File: config.mk
export PLATFORM = sky130hd
export DESIGN_NAME = mmap_read_stream
export DESIGN_NICKNAME = d
export VERILOG_FILES = /design/src/rtl/mmap_read_stream.sv
export SDC_FILE = /design/constraint.sdc
export NUM_CORES = 1
export LEC_CHECK = 0
export BUFFER_PORTS_ARGS = -buffer_cell sky130_fd_sc_hd__buf_4
export CAP_MARGIN = 20
export CELL_PAD_IN_SITES_DETAIL_PLACEMENT = 1
export CELL_PAD_IN_SITES_GLOBAL_PLACEMENT = 1
export CORE_AREA = 2 2 471 473
export DETAILED_ROUTE_END_ITERATION = 8
export DIE_AREA = 0 0 473 475
export GPL_ROUTABILITY_DRIVEN = 0
export GPL_TIMING_DRIVEN = 1
export PLACE_DENSITY_LB_ADDON = 0.1
export SYNTH_ARGS = -nofsm -noshare
export SYNTH_HDL_FRONTEND = slang
export SYNTH_SLANG_ARGS = --single-unit
File: constraint.sdc
create_clock -name clk -period 6.7 [get_ports clk]
set_input_delay 1.34 -clock clk [delete_from_list [all_inputs] [get_ports clk]]
set_output_delay 1.34 -clock clk [all_outputs]
set_load 0.03 [all_outputs]
File: src/rtl/mmap_read_stream.sv
// mmap_read_stream
//   Read-side front-end for the asynchronous memory-mapped port. Takes one
//   (base, word count) request at a time, pushes sequential word addresses
//   into the read-address FIFO and forwards returned words from the
//   read-data FIFO onto a valid/ready stream with a last flag. The number
//   of issued-but-unpopped words is capped at MaxOutstanding so the
//   read-data buffer can never overflow.
//
// Ports
//   clk, rst            clock, asynchronous active-high reset
//   req_base/len/valid  request (byte base, word count); req_ready accepts
//   read_addr_*         push side of the read-address FIFO
//   read_data_*         pop side of the read-data FIFO
//   out_data/last/valid stream output, out_ready backpressure
//   busy                request in progress
//
// Optional build macro MMAP_READ_STREAM_STATS_EN adds stat_words and
// stat_stall saturating counters.
module mmap_read_stream #(
  parameter int unsigned AddrWidth         = 64,
  parameter int unsigned DataWidth         = 512,
  parameter int unsigned DataWidthBytesLog = 6,
  parameter int unsigned LenWidth          = 32,
  parameter int unsigned MaxOutstanding    = 64,
  parameter int unsigned OutstandingLog    = 7
) (
  input  logic                 clk,
  input  logic                 rst,
  input  logic [AddrWidth-1:0] req_base,
  input  logic [LenWidth-1:0]  req_len,
  input  logic                 req_valid,
  output logic                 req_ready,
  output logic [AddrWidth-1:0] read_addr_din,
  output logic                 read_addr_write,
  input  logic                 read_addr_full_n,
  input  logic [DataWidth-1:0] read_data_dout,
  output logic                 read_data_read,
  input  logic                 read_data_empty_n,
  output logic [DataWidth-1:0] out_data,
  output logic                 out_last,
  output logic                 out_valid,
  input  logic                 out_ready,
  output logic                 busy
`ifdef MMAP_READ_STREAM_STATS_EN
  ,
  output logic [31:0]          stat_words,
  output logic [31:0]          stat_stall
`endif
);

  typedef enum logic {
    S_IDLE,
    S_RUN
  } state_t;

  state_t                    r_state;
  logic [AddrWidth-1:0]      r_base;
  logic [LenWidth-1:0]       r_len;
  logic [LenWidth-1:0]       r_issued;
  logic [LenWidth-1:0]       r_received;
  logic [OutstandingLog-1:0] r_outstanding;

  logic w_run;
  logic w_issue;
  logic w_pop;
  logic w_accept;
  logic w_final;

  assign w_run   = (r_state == S_RUN);
  // Issue depends only on registered state and the address FIFO, never on
  // out_ready, so there is no combinational path from the stream sink.
  assign w_issue = w_run && (r_issued < r_len)
                 && (r_outstanding < OutstandingLog'(MaxOutstanding))
                 && read_addr_full_n;
  assign w_final = (r_received == (r_len - LenWidth'(1)));

  // IDLE is the reset state, so req_ready is gated to stay low during reset.
  assign req_ready       = !rst && (r_state == S_IDLE);
  assign w_accept        = req_valid && req_ready;
  assign busy            = w_run;
  assign out_valid       = w_run && read_data_empty_n;
  assign w_pop           = out_valid && out_ready;
  assign read_data_read  = w_pop;
  assign out_data        = read_data_dout;
  assign out_last        = out_valid && w_final;
  assign read_addr_write = w_issue;
  assign read_addr_din   = r_base + (AddrWidth'(r_issued) << DataWidthBytesLog);

  always_ff @(posedge clk or posedge rst) begin
    if (rst) begin
      r_state       <= S_IDLE;
      r_base        <= '0;
      r_len         <= '0;
      r_issued      <= '0;
      r_received    <= '0;
      r_outstanding <= '0;
    end else begin
      case (r_state)
        S_IDLE: begin
          // Zero-length requests are accepted and silently dropped.
          if (w_accept && (req_len != '0)) begin
            r_base     <= req_base;
            r_len      <= req_len;
            r_issued   <= '0;
            r_received <= '0;
            r_state    <= S_RUN;
          end
        end
        S_RUN: begin
          if (w_issue) r_issued <= r_issued + LenWidth'(1);
          if (w_pop) begin
            r_received <= r_received + LenWidth'(1);
            if (w_final) r_state <= S_IDLE;
          end
        end
        default: r_state <= S_IDLE;
      endcase

      // Simultaneous issue and pop leave the credit count unchanged.
      case ({w_issue, w_pop})
        2'b10:   r_outstanding <= r_outstanding + OutstandingLog'(1);
        2'b01:   r_outstanding <= r_outstanding - OutstandingLog'(1);
        default: r_outstanding <= r_outstanding;
      endcase
    end
  end

`ifdef MMAP_READ_STREAM_STATS_EN
  logic [31:0] r_stat_words;
  logic [31:0] r_stat_stall;

  always_ff @(posedge clk or posedge rst) begin
    if (rst) begin
      r_stat_words <= '0;
      r_stat_stall <= '0;
    end else begin
      if (w_pop && (r_stat_words != '1)) r_stat_words <= r_stat_words + 32'd1;
      if (w_run && read_data_empty_n && !out_ready && (r_stat_stall != '1))
        r_stat_stall <= r_stat_stall + 32'd1;
    end
  end

  assign stat_words = r_stat_words;
  assign stat_stall = r_stat_stall;
`endif

endmodule

; ---- Yosys cells after proc, flatten, opt, wreduce, memory -nomap -nowiden
; Index checks and enable logic that the tools add are counted.
; Widths: inputs -> output; s select.
[totals]
reg_bits = 168
wordCells = 46
output_inout_bits = 582
romBits = 0
latchBits = 0
inputBits = 614
ram_bits = 0
memories = 0
[op_classes]
n_bitwise = 1
shift = 0
n_lt_le_gt_ge = 2
mul = 0
n_div = 0
reduce_logical = 15
n_addsub = 6
mux = 10
n_eq_ne = 6
[ops]
columns = op, n
row1 = $pmux 32 s2, 2
row2 = $mux 32, 3
row3 = $add 32x1->32 const B, 2
row4 = $add 64x38->64, 1
row5 = $eq 32x32->1, 1
row6 = $lt 32x32->1, 1
row7 = $reduce_bool 32->1, 1
row8 = $sub 32x1->32 const B, 1
row9 = $pmux 7 s2, 1
row10 = $logic_and 1x1->1, 9
row11 = $add 7x1->7 const B, 1
row12 = $lt 7x7->1 const B, 1
row13 = $sub 7x1->7 const B, 1
row14 = $ne 2x1->1 const B, 3
row15 = $reduce_and 2->1, 3
row16 = $mux 1, 3
row17 = $eq 2x1->1 const B, 1
row18 = $eq 2x2->1 const B, 1
row19 = $pmux 1 s2, 1
row20 = $reduce_bool 2->1, 1
row21 = $logic_not 1->1, 1
row22 = $not 1->1, 1

; ---- Logic depth before layout (Yosys ltp)
; Gate-level depths: netlist of run 1.
[logic_depth]
depth_word = 6
mapped_depth = 23
mapped_depth_nobuf = 20

; ---- Worst setup path before layout of run 1
; No wires, ideal clock.
[synth_path]
path_kind = reg-to-output
start = register r_issued[0]
end = output read_addr_din[58]
required_ns = 5.360
path_buffers = 0
arrival_ns = 3.425
setup_slack_ns = 1.935
path_stages_with_launch = 13
cell_sequence = dfrtp_1 -> ha_1 -> inv_1 -> fa_1 -> nand2b_1 -> a2111oi_0 -> o21ai_0 -> a21oi_1 -> o21a_1 -> o311a_1 -> o2111ai_1 -> nor3_1 -> xor2_1
[synth_via]
elab_chain_len = 1
[synth_lines]
columns = element, line
row1 = start: declaration, 59  ; logic [LenWidth-1:0] r_issued;
row2 = start signal: assignment, 110  ; if (w_issue) r_issued <= r_issued + LenWidth'(1);
row3 = $add 64x38->64, 87  ; assign read_addr_din = r_base + (AddrWidth'(r_issued) << DataWidthBytesLog);
row4 = end: declaration, 33  ; output logic [AddrWidth-1:0] read_addr_din,
; No other way between the ends.

; ---- Worst setup path after layout of run 1
; Ends and elaborated chain as after synthesis.

==> impl_results.md, run 1 <==
* Hold Crit Class: register to register
* Postcts setup bufs at 0
* Outcome: complete, no violations
* Core area at 219000 µm²
* Iter 0 DRT Violations at about 310
* First-pass GRT wire length at 96500 µm
* Vias in the first global route at 12235
* Post-Place Cells at 4383
* Area of the die at approximately 220000 µm²
* Clk_skew at 0.0129 ns
* Hold Startpoint: r_outstanding[6]
* Hold Vio Cnt, Final at 0
* Max Fclk at 163 MHz
* Most frequent cells in the layout: 297 x nand2_1, 189 x buf_4, 168 x dfrtp_1
* Most common cell after layout, fill and taps aside: nand2_1
* Post-CTS sizing at 0
* Syn_nets at 2585
* Clock tree buffer depth at 2
* Leak Pwr at ~6.6 nW
* Distinct cells, synth at 62
* Final wirelength at ~70000 µm
* DR vias at 11186
* Non-filler instance count after layout at 4416
* DRT Pass-1 Iters at 5
* Grt ovf at 0
* CP Launch Type: register
* Inserted Clock Buffers at 17
* Main flop type after synthesis: dfrtp_1
* Final Setup Violations at 0
* Worst Setup Path Type: register to output port
* Synth Cell Area at 15200 µm²
* Dpl hpwl at approximately 55000 µm
* Worst rel slew slack at 36.0%
* Ys Warns at 0
* Pwr Density at 274 nW/µm²
* Number of synthesized register bits at roughly 170
* # nets final at 2219
* Worst setup margin at 0.579 ns
* Number of flops mapped to enable cells by yosys at 0
* TNS Setup at 0 ns
* CP max FO at 10
* Remaining antenna violation count at 0
* Synth async-reset ratio at 100%
* Hold buffers post-CTS at 0
* Clk sinks at 168
* Drt wl/cell at 15.5 µm
* Multi-input gate area at about 6600 µm²
* H-tree Lvls at 4
* GRT Util Overall at 6.04%
* Fillcell total at 26048
* CTS clock-pin slew for the worst setup and hold paths at 0.08 ns
* CP arrival at 4.78 ns
* Syn avg cell area at between 8 and 9 µm²
* Minimum hold slack at approximately 0.47 ns
* Io pins at ~1200
* RSZ-0062 raised after global routing: false
* Post-layout util at 7.66%
* Initial antenna violation count at 3
* Reg area at 4200 µm²
* Root Driver: clkbuf_16
* Critical Path RT at 5.36 ns
* Post-Synthesis Cells at 1897
* Seq/Total Area, Yosys at between 20% and 30%
* IO Port Bufs at 171
* Critical path origin: r_issued[0]
* Tmin final at roughly 6.1 ns
* Worst Tran Pin Value at 0.960 ns
* Dpl ws at 0.872 ns
* RR Startpoint: r_issued[30]
* Clk_lat worst skew at 0.53 ns
* Pin count of the biggest net entering global routing at 98
* Chip Height at 475 µm
* Post-route clock period utilization at 91.4%
* Max VDD drop at just over 0.0002 V
* Rows at 172
* Effective utilization at floorplan at under 10%
* TritonCTS clock tree: done
* CP endpoint kind: output port
* # DRC at 0
* Fin. max-slew vios at 0
* Die span in x at 473 µm
* Layout area overhead at 10.5%
* Routed vias/inst at 2.53
* Max-cap violations at 0
* Share of cells above drive strength 1 at between 10% and 20%
-- flip-flops by register name (all words and copies together) (netlist names) --
| register | flops |
|---|---|
| r_len | 32 |
| r_base | 64 |
| r_outstanding | 7 |
| r_received | 32 |
| busy | 1 |
| r_issued | 32 |
-- final timing paths --
check | endpoint | slack (ns) | cells past startpoint
min in group asynchronous | r_received[1] | 0.92 | 2
max in group asynchronous | r_base[49] | 4.45 | 3
worst max register to register | r_outstanding[6] | 2.69 | 17
worst min-delay path | r_outstanding[6] | 0.47 | 1
worst min register to register | r_outstanding[6] | 0.47 | 1
worst max-delay path | read_addr_din[58] | 0.58 | 16
-- area by class of cell --
| class | count | area share [%] |
|---|---|---|
| multi-input combinational | 1085 | 39.5 |
| tap | 2871 | 21.4 |
| antenna | 2 | 0.0298 |
| clock inverter | 11 | 1.01 |
| clock buffer | 20 | 2.72 |
| sequential | 168 | 25.1 |
| inverter | 68 | 1.57 |
| timing repair buffer | 191 | 8.70 |
-- synthesized netlist by cell type (all sizes together), types with 10 or more instances --
master | count | area (µm²)
buf | 523 | 3920
nand2 | 297 | 1110
dfrtp | 168 | 4200
o21ai | 99 | 495
nor2 | 85 | 319
a21oi | 78 | 390
ha | 72 | 901
inv | 68 | 255
xor2 | 62 | 543
xnor2 | 56 | 490
clkbuf | 53 | 199
nand3 | 39 | 195
a21o | 37 | 278
nand4 | 35 | 219
or3 | 25 | 156
nor3 | 21 | 105
nor4 | 18 | 119
or4 | 18 | 143
o31ai | 17 | 128
nand2b | 11 | 68.8
and3 | 10 | 62.6
-- kinds of logic after synthesis --
family          share of synthesized area, %
compound gates                          12.1
fa+ha+maj                               6.20
flops                                   27.7
mux                                    0.528
xor+xnor                                6.81
buf+inv                                 28.8
simple gates                            17.9
-- critical path: stages (launching register included) --
cell and delay [ns]:
dfrtp_1 0.50, ha_1 0.25, inv_1 0.06, fa_1 0.41
nand2b_1 0.20, a2111oi_0 0.67, buf_4 0.23, o21ai_0 0.21
a21oi_1 0.20, buf_4 0.16, o21a_1 0.16, o311a_1 0.27
o2111ai_1 0.13, buf_4 0.22, nor3_1 0.18, xor2_1 0.19
buf_4 0.19
-- metrics by stage --
step	area, µm²	power (mW)
after detailed placement	16100	3.52
final	16800	4.59
after global placement	16100	3.52
after global routing	16800	5.00
after floorplan	15200	3.24
after CTS	16800	4.80
-- power breakdown --
group	internal [mW]	leakage (nW)	switching [mW]
Clock	0.641	0.299	0.541
Combinational	0.669	4.09	1.19
Sequential	1.25	2.17	0.308
Total	2.56	6.56	2.04
-- metal layers --
metal	global-route usage [%]	part of all wire, %	up-vias
li1	-	-	5131
met1	6.73	41	5491
met2	10.3	49	372
met3	1.91	5.9	192
met4	3.12	4.3	0
met5	0	0	-
No activity file was read; power rests on OpenSTA's default activity.
==> run 2, diff against run 1 <==
--- a/config.mk
+++ b/config.mk
@@ -9,9 +9,9 @@
 export CAP_MARGIN = 20
 export CELL_PAD_IN_SITES_DETAIL_PLACEMENT = 1
 export CELL_PAD_IN_SITES_GLOBAL_PLACEMENT = 1
-export CORE_AREA = 2 2 471 473
+export CORE_AREA = 3 3 459 461
 export DETAILED_ROUTE_END_ITERATION = 8
-export DIE_AREA = 0 0 473 475
+export DIE_AREA = 0 0 462 464
 export GPL_ROUTABILITY_DRIVEN = 0
 export GPL_TIMING_DRIVEN = 1
 export PLACE_DENSITY_LB_ADDON = 0.1
==> impl_results.md, run 2 (synthesis gave the netlist of run 1 again) <==
* Final Total Pwr at 4.62 mW
* Post-route clock period utilization at 91.3%
* Hold Startpoint: r_outstanding[6]
* # nets final at 2217
* Leak Pwr at 6.56 nW
* Area of the die at 214000 µm²
* Outcome: complete, no violations
* Inserted Clock Buffers at 17
* Postcts setup bufs at 0
* Clock tree buffer depth at 2
* RR Startpoint: r_len[9]
* DRT Pass-1 Iters at 4
* IO Port Bufs at 171
* Rows at 167
* Switching share of power at 44.5%
* Core area at ~210000 µm²
* GRT Util Overall at between 6 and 7%
* Final Setup Violations at 0
* Clk_lat worst skew at 0.52 ns
* Hold Crit Class: register to register
* Clk sinks at 168
* Vias in the first global route at approximately 12000
* Worst Setup Path Type: register to output port
* Dpl hpwl at 55000 µm
* Iter 0 DRT Violations at between 300 and 400
* Final instance area at 16600 µm²
* Worst rel slew slack at 32.5%
* Dpl ws at 0.636 ns
* Fin. max-slew vios at 0
* Max Fclk at 163 MHz
* Critical Path RT at 5.36 ns
* Share of cells above drive strength 1 at 15.5%
* Die span in x at 462 µm
* Initial antenna violation count at 3
* Layout area overhead at 9.14%
* Internal power at 2.56 mW
* Most frequent cells in the layout: 297 x nand2_1, 187 x buf_4, 168 x dfrtp_1
* H-tree Lvls at 4
* Hold Vio Cnt, Final at 0
* Io pins at about 1200
* Most common cell after layout, fill and taps aside: nand2_1
* Grt ovf at 0
* Clock power share at 25.6%
* Max-cap violations at 0
* Tmin final at 6.12 ns
* Root Driver: clkbuf_16
* Remaining antenna violation count at 0
* Non-filler instance count after layout at 4247
* First-pass GRT wire length at 97800 µm
* Worst hold path cell count at 1
* CP endpoint kind: output port
* Sequential fraction of design power at 33.8%
* Routed vias/inst at between 2 and 3
* Part of the power in combinational logic at 40.6%
* RSZ-0062 raised after global routing: false
* Fillcell total at around 25000
* Largest Register: r_base
* Chip Height at ~460 µm
* Effective utilization at floorplan at approximately 7.3%
* Reg2reg setup slack at roughly 2.6 ns
* Placed instance area at 15900 µm²
* CTS clock-pin slew for the worst setup and hold paths at roughly 0.070 ns
* RR Endpoint: busy
* Reg2reg path depth at 10
* CP arrival at about 4.8 ns
* Pin count of the biggest net entering global routing at 109
* Max reg flops at 64
* CP max FO at 10
* Final wirelength at 68900 µm
* Worst setup margin at 0.580 ns
* Net switching power at 2.06 mW
* CP Launch Type: register
* Worst Tran Pin Value at 1.01 ns
* Pwr Density at 279 nW/µm²
* Clk_skew at 0.0168 ns
* TritonCTS clock tree: done
* # DRC at 0
* Max VDD drop at approximately 0.00012 V
* DR vias at ~11000
* TNS Setup at 0 ns
* WHS Endpoint: r_outstanding[6]
* Drt wl/cell at 16.2 µm
* Post-Place Cells at 4214
-- run 2: changes by cell type in the layout (fill, tap and decap cells not counted), sizes merged --
cell	change
clkinvlp	-1
clkinv	+2
diode	-1
buf	-2
-- run 2: worst max-delay path, cell delays in order (launching register included) --
cell and delay (ns):
dfrtp_1 0.47, ha_1 0.26, inv_1 0.07, fa_1 0.43, nand2b_1 0.22, a2111oi_1 0.55
buf_4 0.21, o21ai_0 0.19, a21oi_1 0.48, o21a_1 0.21, o311a_1 0.26, o2111ai_1 0.15
buf_4 0.22, nor3_1 0.18, xor2_1 0.18, buf_4 0.18
-- run 2: repair_timing --
item                       CTS  global route
setup endpoints to repair    0             7
hold buffers                 0             0
gates resized for setup      0             1
-- run 2: per-stage QoR --
step / hold slack, ns / utilization [%]
floorplan: 0.442 / -
global placement: 0.468 / 7.70
detailed placement: 0.472 / 7.70
CTS: 0.485 / 8.01
global route: 0.506 / 8.01
finish: 0.473 / 8.01
-- run 2: per-layer routing --
| layer | track usage (%) | share of wire (%) | routed length, µm | vias to the layer above |
|---|---|---|---|---|
| met2 | 10.8 | 49 | 33600 | 376 |
| li1 | - | - | - | 5112 |
| met4 | 3.39 | 4.6 | 3200 | 0 |
| met1 | 7.29 | 41 | 28400 | 5475 |
| met5 | 0 | 0 | 0 | - |
| met3 | 1.77 | 5.5 | 3770 | 218 |
-- run 2: power groups by stage --
stage / Clock, mW / Combinational, mW / Sequential (mW)
after floorplan: 0 / 1.79 / 1.44
after global placement: 0 / 1.96 / 1.59
after detailed placement: 0 / 1.95 / 1.59
after CTS: 1.28 / 1.97 / 1.57
after global routing: 1.30 / 2.13 / 1.61
final: 1.18 / 1.88 / 1.56
-- run 2: area by class of cell --
cell class                      count  area, µm²  share of cell area, %
Sequential cell                   168       4200                   25.4
Antenna cell                        1       2.50                 0.0151
Clock inverter                     12        173                   1.04
Tap cell                         2704       3380                   20.4
Multi-Input combinational cell   1085       6640                   40.1
Timing Repair Buffer              189       1440                   8.72
Clock buffer                       20        457                   2.76
Inverter                           68        263                   1.59
-- run 2: worst max-delay path by stage --
| stage | from | endpoint | slack [ns] | cells past startpoint |
|---|---|---|---|---|
| floorplan | rst | busy | 0.81 | 1 |
| global placement | r_issued[0] | read_addr_din[58] | 0.70 | 15 |
| detailed placement | r_issued[0] | read_addr_din[58] | 0.64 | 15 |
| CTS | r_issued[0] | read_addr_din[58] | 0.001 | 15 |
| global route | r_issued[0] | read_addr_din[58] | 0.11 | 15 |
| finish | r_issued[0] | read_addr_din[58] | 0.58 | 15 |
